--- src/rtl/fnd_scan_controller.sv ---
// 4-digit FND scan controller: sequential binary-to-BCD conversion of a 14-bit value
// into a display register, time-multiplexed onto digit select / BCD value / enable.
module fnd_scan_controller #(
    parameter int unsigned SCAN_DIV = 100_000,
    parameter int unsigned BLANK_LZ = 1
) (
    input  logic        i_clk,
    input  logic        i_reset_n,
    input  logic [13:0] i_value,
    input  logic        i_load,
    output logic        o_busy,
    output logic        o_ovf,
    output logic [1:0]  o_digitSelect,
    output logic [3:0]  o_value,
    output logic        o_en
);

    localparam int unsigned PW = (SCAN_DIV > 1) ? $clog2(SCAN_DIV) : 1;
    localparam logic [PW-1:0] PRESC_LAST = PW'(SCAN_DIV - 1);
    localparam logic [13:0] VALUE_MAX = 14'd9999;
    localparam logic [3:0]  ITER_LAST = 4'd13;

    typedef enum logic [1:0] {
        ST_IDLE,
        ST_SHIFT,
        ST_DONE
    } state_t;

    state_t      state;
    state_t      state_next;

    logic [3:0]  iter_cnt;
    logic [13:0] bin_reg;
    logic [15:0] bcd_reg;
    logic [15:0] bcd_adj;
    logic [15:0] display;
    logic        valid;
    logic        ovf;
    logic [PW-1:0] presc;
    logic [1:0]  sel;

    logic        load_accept;
    logic        last_iter;
    logic        scan_tick;
    logic [13:0] value_clamped;
    logic        nz1;
    logic        nz2;
    logic        nz3;
    logic        digit_shown;

    assign load_accept   = (state == ST_IDLE) && i_load;
    assign last_iter     = (state == ST_SHIFT) && (iter_cnt == ITER_LAST);
    assign scan_tick     = (presc == PRESC_LAST);
    assign value_clamped = (i_value > VALUE_MAX) ? VALUE_MAX : i_value;

    // FSM state register
    always_ff @(posedge i_clk or negedge i_reset_n) begin
        if (!i_reset_n) begin
            state <= ST_IDLE;
        end else begin
            state <= state_next;
        end
    end

    always_comb begin
        state_next = state;
        case (state)
            ST_IDLE:  if (load_accept) state_next = ST_SHIFT;
            ST_SHIFT: if (last_iter)   state_next = ST_DONE;
            ST_DONE:  state_next = ST_IDLE;
            default:  state_next = ST_IDLE;
        endcase
    end

    // Double-dabble correction: every BCD nibble >= 5 gets +3 before the shift.
    always_comb begin
        bcd_adj = bcd_reg;
        for (int unsigned k = 0; k < 4; k++) begin
            if (bcd_reg[4*k +: 4] >= 4'd5) begin
                bcd_adj[4*k +: 4] = bcd_reg[4*k +: 4] + 4'd3;
            end
        end
    end

    always_ff @(posedge i_clk or negedge i_reset_n) begin
        if (!i_reset_n) begin
            bin_reg  <= '0;
            bcd_reg  <= '0;
            iter_cnt <= '0;
            ovf      <= 1'b0;
            display  <= '0;
            valid    <= 1'b0;
        end else begin
            case (state)
                ST_IDLE: begin
                    if (load_accept) begin
                        bin_reg  <= value_clamped;
                        bcd_reg  <= '0;
                        iter_cnt <= '0;
                        ovf      <= (i_value > VALUE_MAX);
                    end
                end
                ST_SHIFT: begin
                    bcd_reg  <= {bcd_adj[14:0], bin_reg[13]};
                    bin_reg  <= {bin_reg[12:0], 1'b0};
                    iter_cnt <= iter_cnt + 4'd1;
                end
                ST_DONE: begin
                    display <= bcd_reg;
                    valid   <= 1'b1;
                end
                default: ;
            endcase
        end
    end

    // Scan prescaler and digit select run independently of the conversion.
    always_ff @(posedge i_clk or negedge i_reset_n) begin
        if (!i_reset_n) begin
            presc <= '0;
            sel   <= '0;
        end else if (scan_tick) begin
            presc <= '0;
            sel   <= sel + 2'd1;
        end else begin
            presc <= presc + PW'(1);
        end
    end

    assign nz3 = |display[15:12];
    assign nz2 = nz3 | (|display[11:8]);
    assign nz1 = nz2 | (|display[7:4]);

    always_comb begin
        o_value     = '0;
        digit_shown = 1'b1;
        case (sel)
            2'd0: begin o_value = display[3:0];   digit_shown = 1'b1; end
            2'd1: begin o_value = display[7:4];   digit_shown = nz1;  end
            2'd2: begin o_value = display[11:8];  digit_shown = nz2;  end
            2'd3: begin o_value = display[15:12]; digit_shown = nz3;  end
            default: ;
        endcase
    end

    assign o_en          = valid && ((BLANK_LZ == 0) || digit_shown);
    assign o_busy        = (state != ST_IDLE);
    assign o_ovf         = ovf;
    assign o_digitSelect = sel;

endmodule

--- config.mk ---
export PLATFORM = sky130hd
export DESIGN_NAME = fnd_scan_controller
export DESIGN_NICKNAME = d
export VERILOG_FILES = /design/src/rtl/fnd_scan_controller.sv
export SDC_FILE = /design/constraint.sdc
export NUM_CORES = 1
export LEC_CHECK = 0
export CORE_AREA = 2 2 79 81
export DETAILED_ROUTE_END_ITERATION = 8
export DIE_AREA = 0 0 81 83
export GPL_TIMING_DRIVEN = 0
export PLACE_DENSITY = 0.9
export SKIP_LAST_GASP = 1
export SYNTH_ARGS = -nofsm -noshare
export SYNTH_HDL_FRONTEND = slang
export SYNTH_SLANG_ARGS = --single-unit
--- constraint.sdc ---
create_clock -name i_clk -period 3.4 [get_ports i_clk]
set_input_delay 0.34 -clock i_clk [delete_from_list [all_inputs] [get_ports i_clk]]
set_output_delay 0.34 -clock i_clk [all_outputs]
set_load 0.02 [all_outputs]
==> impl_results.md <==
* Critical Path Max Stage Delay at 0.58 ns
* Clk Latency, worst-skew pair at 0.35 ns
* Vias in the first global route at 2811
* CP startpoint kind: flip-flop
* Io pins at 26
* First-pass GRT wire length at 13000 µm
* Post-Syn Instances at 353
* RSZ-0062 raised after global routing: no
* Max Fclk at 357 MHz
* Switching Power at 0.00119 W
* Area delta synth->final at 16.6%
* Clock Root Buffer: clkbuf_8
* Post-synthesis sequential area ratio at 0.507
* Critical path cell sequence: or4_1, a211oi_1, nor2_1, o31a_1, clkdlybuf4s50_1
* Period utilization at 0.824
* P_leak at 1.85 nW
* Fin. Hold Viols at 0
* Pre-Repair DR Iteration Count at 5
* Initial DRC Count at 232
* CTS tree: done
* Critical path class: reg -> out
* Gate power share at 0.326
* Period minus WS final at 2.80 ns
* Top cell type by total area after synthesis: dfrtp_1
* Status: finished, final reports clean
* Area of the core at 5820 µm²
* Buffers on Ports at 24
* Grt total ovfl at 0
* Number of synthesized flops with an enable pin at 0
* Synth warn at 0
* Clock sink count at 73
* Max Cap Viol at 0
* DIE HEIGHT at 83 µm
* Die Area at 6720 µm²
* Wire length after detailed routing at 7810 µm
* Synth cell count leaders: dfrtp_1, o21ai_0, nand2_1
* Via count at 2810
* Final HPWL DP at 5270 µm
* Post-synth top area share at 0.507
* Max Root-Sink Buffers at 2
* Register bit total from synthesis at 73
* Setup TNS at 0 ns
* Avg WL per Cell at 16.7 µm
* Power density cells at 804 nW/µm²
* Clk slew on worst S/H paths at 0.07 ns
* Crit path max-delay cell type: or4_1
* Setup Buffers After CTS at 0
* Reg2reg start: state[1]$_DFFE_PN0P_
* Final #Nets at 420
* Core Rows at 28
* Sw Ratio at 0.353
* Worst-path maximum fanout at 3
* Clock network power share at 0.265
* H-tree depth at 3
* Top-count cell post-synth: dfrtp_1
* Final-report setup violation count at 0
* Critical path required time at 3.06 ns
* Ys flop type: dfrtp_1
* Hold Buf Count CTS at 0
* Initial antenna violation count at 0
* VDD IR max at 0.000462 V
* Syn Nets at 385
* Netlist Area Pre-Place at 3600 µm²
* Die W at 81 µm
* Post-route DRC at 0
* CP Capture Type: output pin
* Largest cells by area after synthesis: dfrtp_1, ha_1, o21ai_0, nand3_1, nand2_1
* Post-synthesis async set-or-reset flop share at 1.00
* Final ANT Viol Nets at 0
* Routability Congestion at 0.832
* Total CTS buffers at 9
* HP Class: in -> async
* Distinct cells, synth at 43
* Post-cts sizing count at 0
* Largest register FFs at 17
* Fin. max-slew vios at 0
* Final worst slack at 0.597 ns
* Seq pwr share at 0.409
* DR vias/cell at 6.00
* Fin Clk Skew at 0.0107 ns
* Layout cells sized above 1 at 0.109
* Synthesized area per cell at 10.2 µm²
* Starting Density at 0.620
* Rel. slew slack at 0.403
* Filler cells at 413
* Largest net degree at the start of global routing at 74
* Dpl ws at 0.987 ns
* Slew @ Worst Pin at 0.896 ns
* N_diodes at 0
* Int Power at 0.00219 W
* Critical Path Source: display[15]$_DFFE_PN0N_
* Worst EP arrival at 2.46 ns
* GRT Total Usage at 0.252
## power groups by stage
stage | sequential, W | clock [W] | combinational (W)
final | 0.00138 | 0.000897 | 0.00110
after global routing | 0.00142 | 0.000952 | 0.00123
after CTS | 0.00137 | 0.000907 | 0.00110
after detailed placement | 0.00138 | 0 | 0.00108
after global placement | 0.00136 | 0 | 0.00101
after floorplan | 0.00132 | 0 | 0.000782
## critical path: cells and delay by family, from the launching register on
family / cells / cell delay, ns
buffers and inverters: 1 / 0.54
DFF: 1 / 0.41
and+or+nand+nor: 2 / 0.64
AOI/OAI and AO/OA: 2 / 0.52
## through the flow
| stage | cells | hold WS [ns] | area, µm² | util | total power [W] |
|---|---|---|---|---|---|
| after floorplan | 353 | 0.0444 | 3600 | - | 0.00210 |
| after detailed placement | 452 | 0.465 | 3940 | 0.677 | 0.00246 |
| final | 468 | 0.112 | 4200 | 0.722 | 0.00338 |
| after global routing | 468 | 0.195 | 4200 | 0.722 | 0.00360 |
| after CTS | 468 | 0.147 | 4200 | 0.722 | 0.00338 |
| after global placement | 452 | 0.450 | 3940 | 0.677 | 0.00238 |
## layer usage
layer | global-route usage | share of wire | wire, µm
met3 | 0.0435 | 0.037 | 292
met5 | 0 | 0 | 0
met1 | 0.313 | 0.42 | 3310
met4 | 0.137 | 0.032 | 253
met2 | 0.413 | 0.51 | 3950
## layout make-up
cell class,instances,area (µm²),area share
Timing Repair Buffer,24,238,0.0566
Multi-Input combinational cell,246,1640,0.390
Inverter,18,67.6,0.0161
Buffer,16,68.8,0.0164
Sequential cell,73,1830,0.435
Clock inverter,7,143,0.0339
Tap cell,75,93.8,0.0223
Clock buffer,9,124,0.0295
## layout by cell type, fill, tap and decap left out, types with 4 or more instances in the layout
| master | count |
|---|---|
| a21oi_1 | 16 |
| a222oi_1 | 6 |
| a22oi_1 | 6 |
| a31o_2 | 4 |
| bufinv_16 | 4 |
| clkbuf_1 | 14 |
| clkbuf_8 | 9 |
| clkdlybuf4s50_1 | 23 |
| dfrtp_1 | 73 |
| ha_1 | 15 |
| inv_1 | 18 |
| mux2_2 | 11 |
| mux2i_1 | 5 |
| nand2_1 | 35 |
| nand2b_1 | 7 |
| nand3_1 | 27 |
| nand4_1 | 7 |
| nor2_1 | 13 |
| nor3_1 | 6 |
| o21ai_0 | 36 |
| o31ai_1 | 5 |
| or4_1 | 4 |
| xnor2_1 | 15 |
| xor2_1 | 5 |
## logic make-up (layout without fill, tap and decap cells)
family          Yosys count  count (layout)  share of synthesized area
fa+ha+maj                15              15                     0.0521
mux                      16              16                     0.0483
xor+xnor                 20              20                     0.0486
compound gates           80              80                      0.139
flops                    73              73                      0.507
buf+inv                  34              74                     0.0378
simple gates            115             115                      0.167
## path summary, 6_finish.rpt
path / cells after the start / slack (ns) / endpoint
setup / recovery: 5 / 0.60 / o_en
hold / removal: 1 / 0.11 / valid$_DFFE_PN0N_
setup reg to reg: 5 / 1.51 / bcd_reg[10]$_DFFE_PN0P_
hold reg to reg: 1 / 0.49 / valid$_DFFE_PN0N_
max in group asynchronous: 1 / 2.70 / display[15]$_DFFE_PN0N_
min in group i_clk: 3 / 0.45 / bin_reg[9]$_DFFE_PN0P_
No activity file was read; power rests on OpenSTA's default activity.
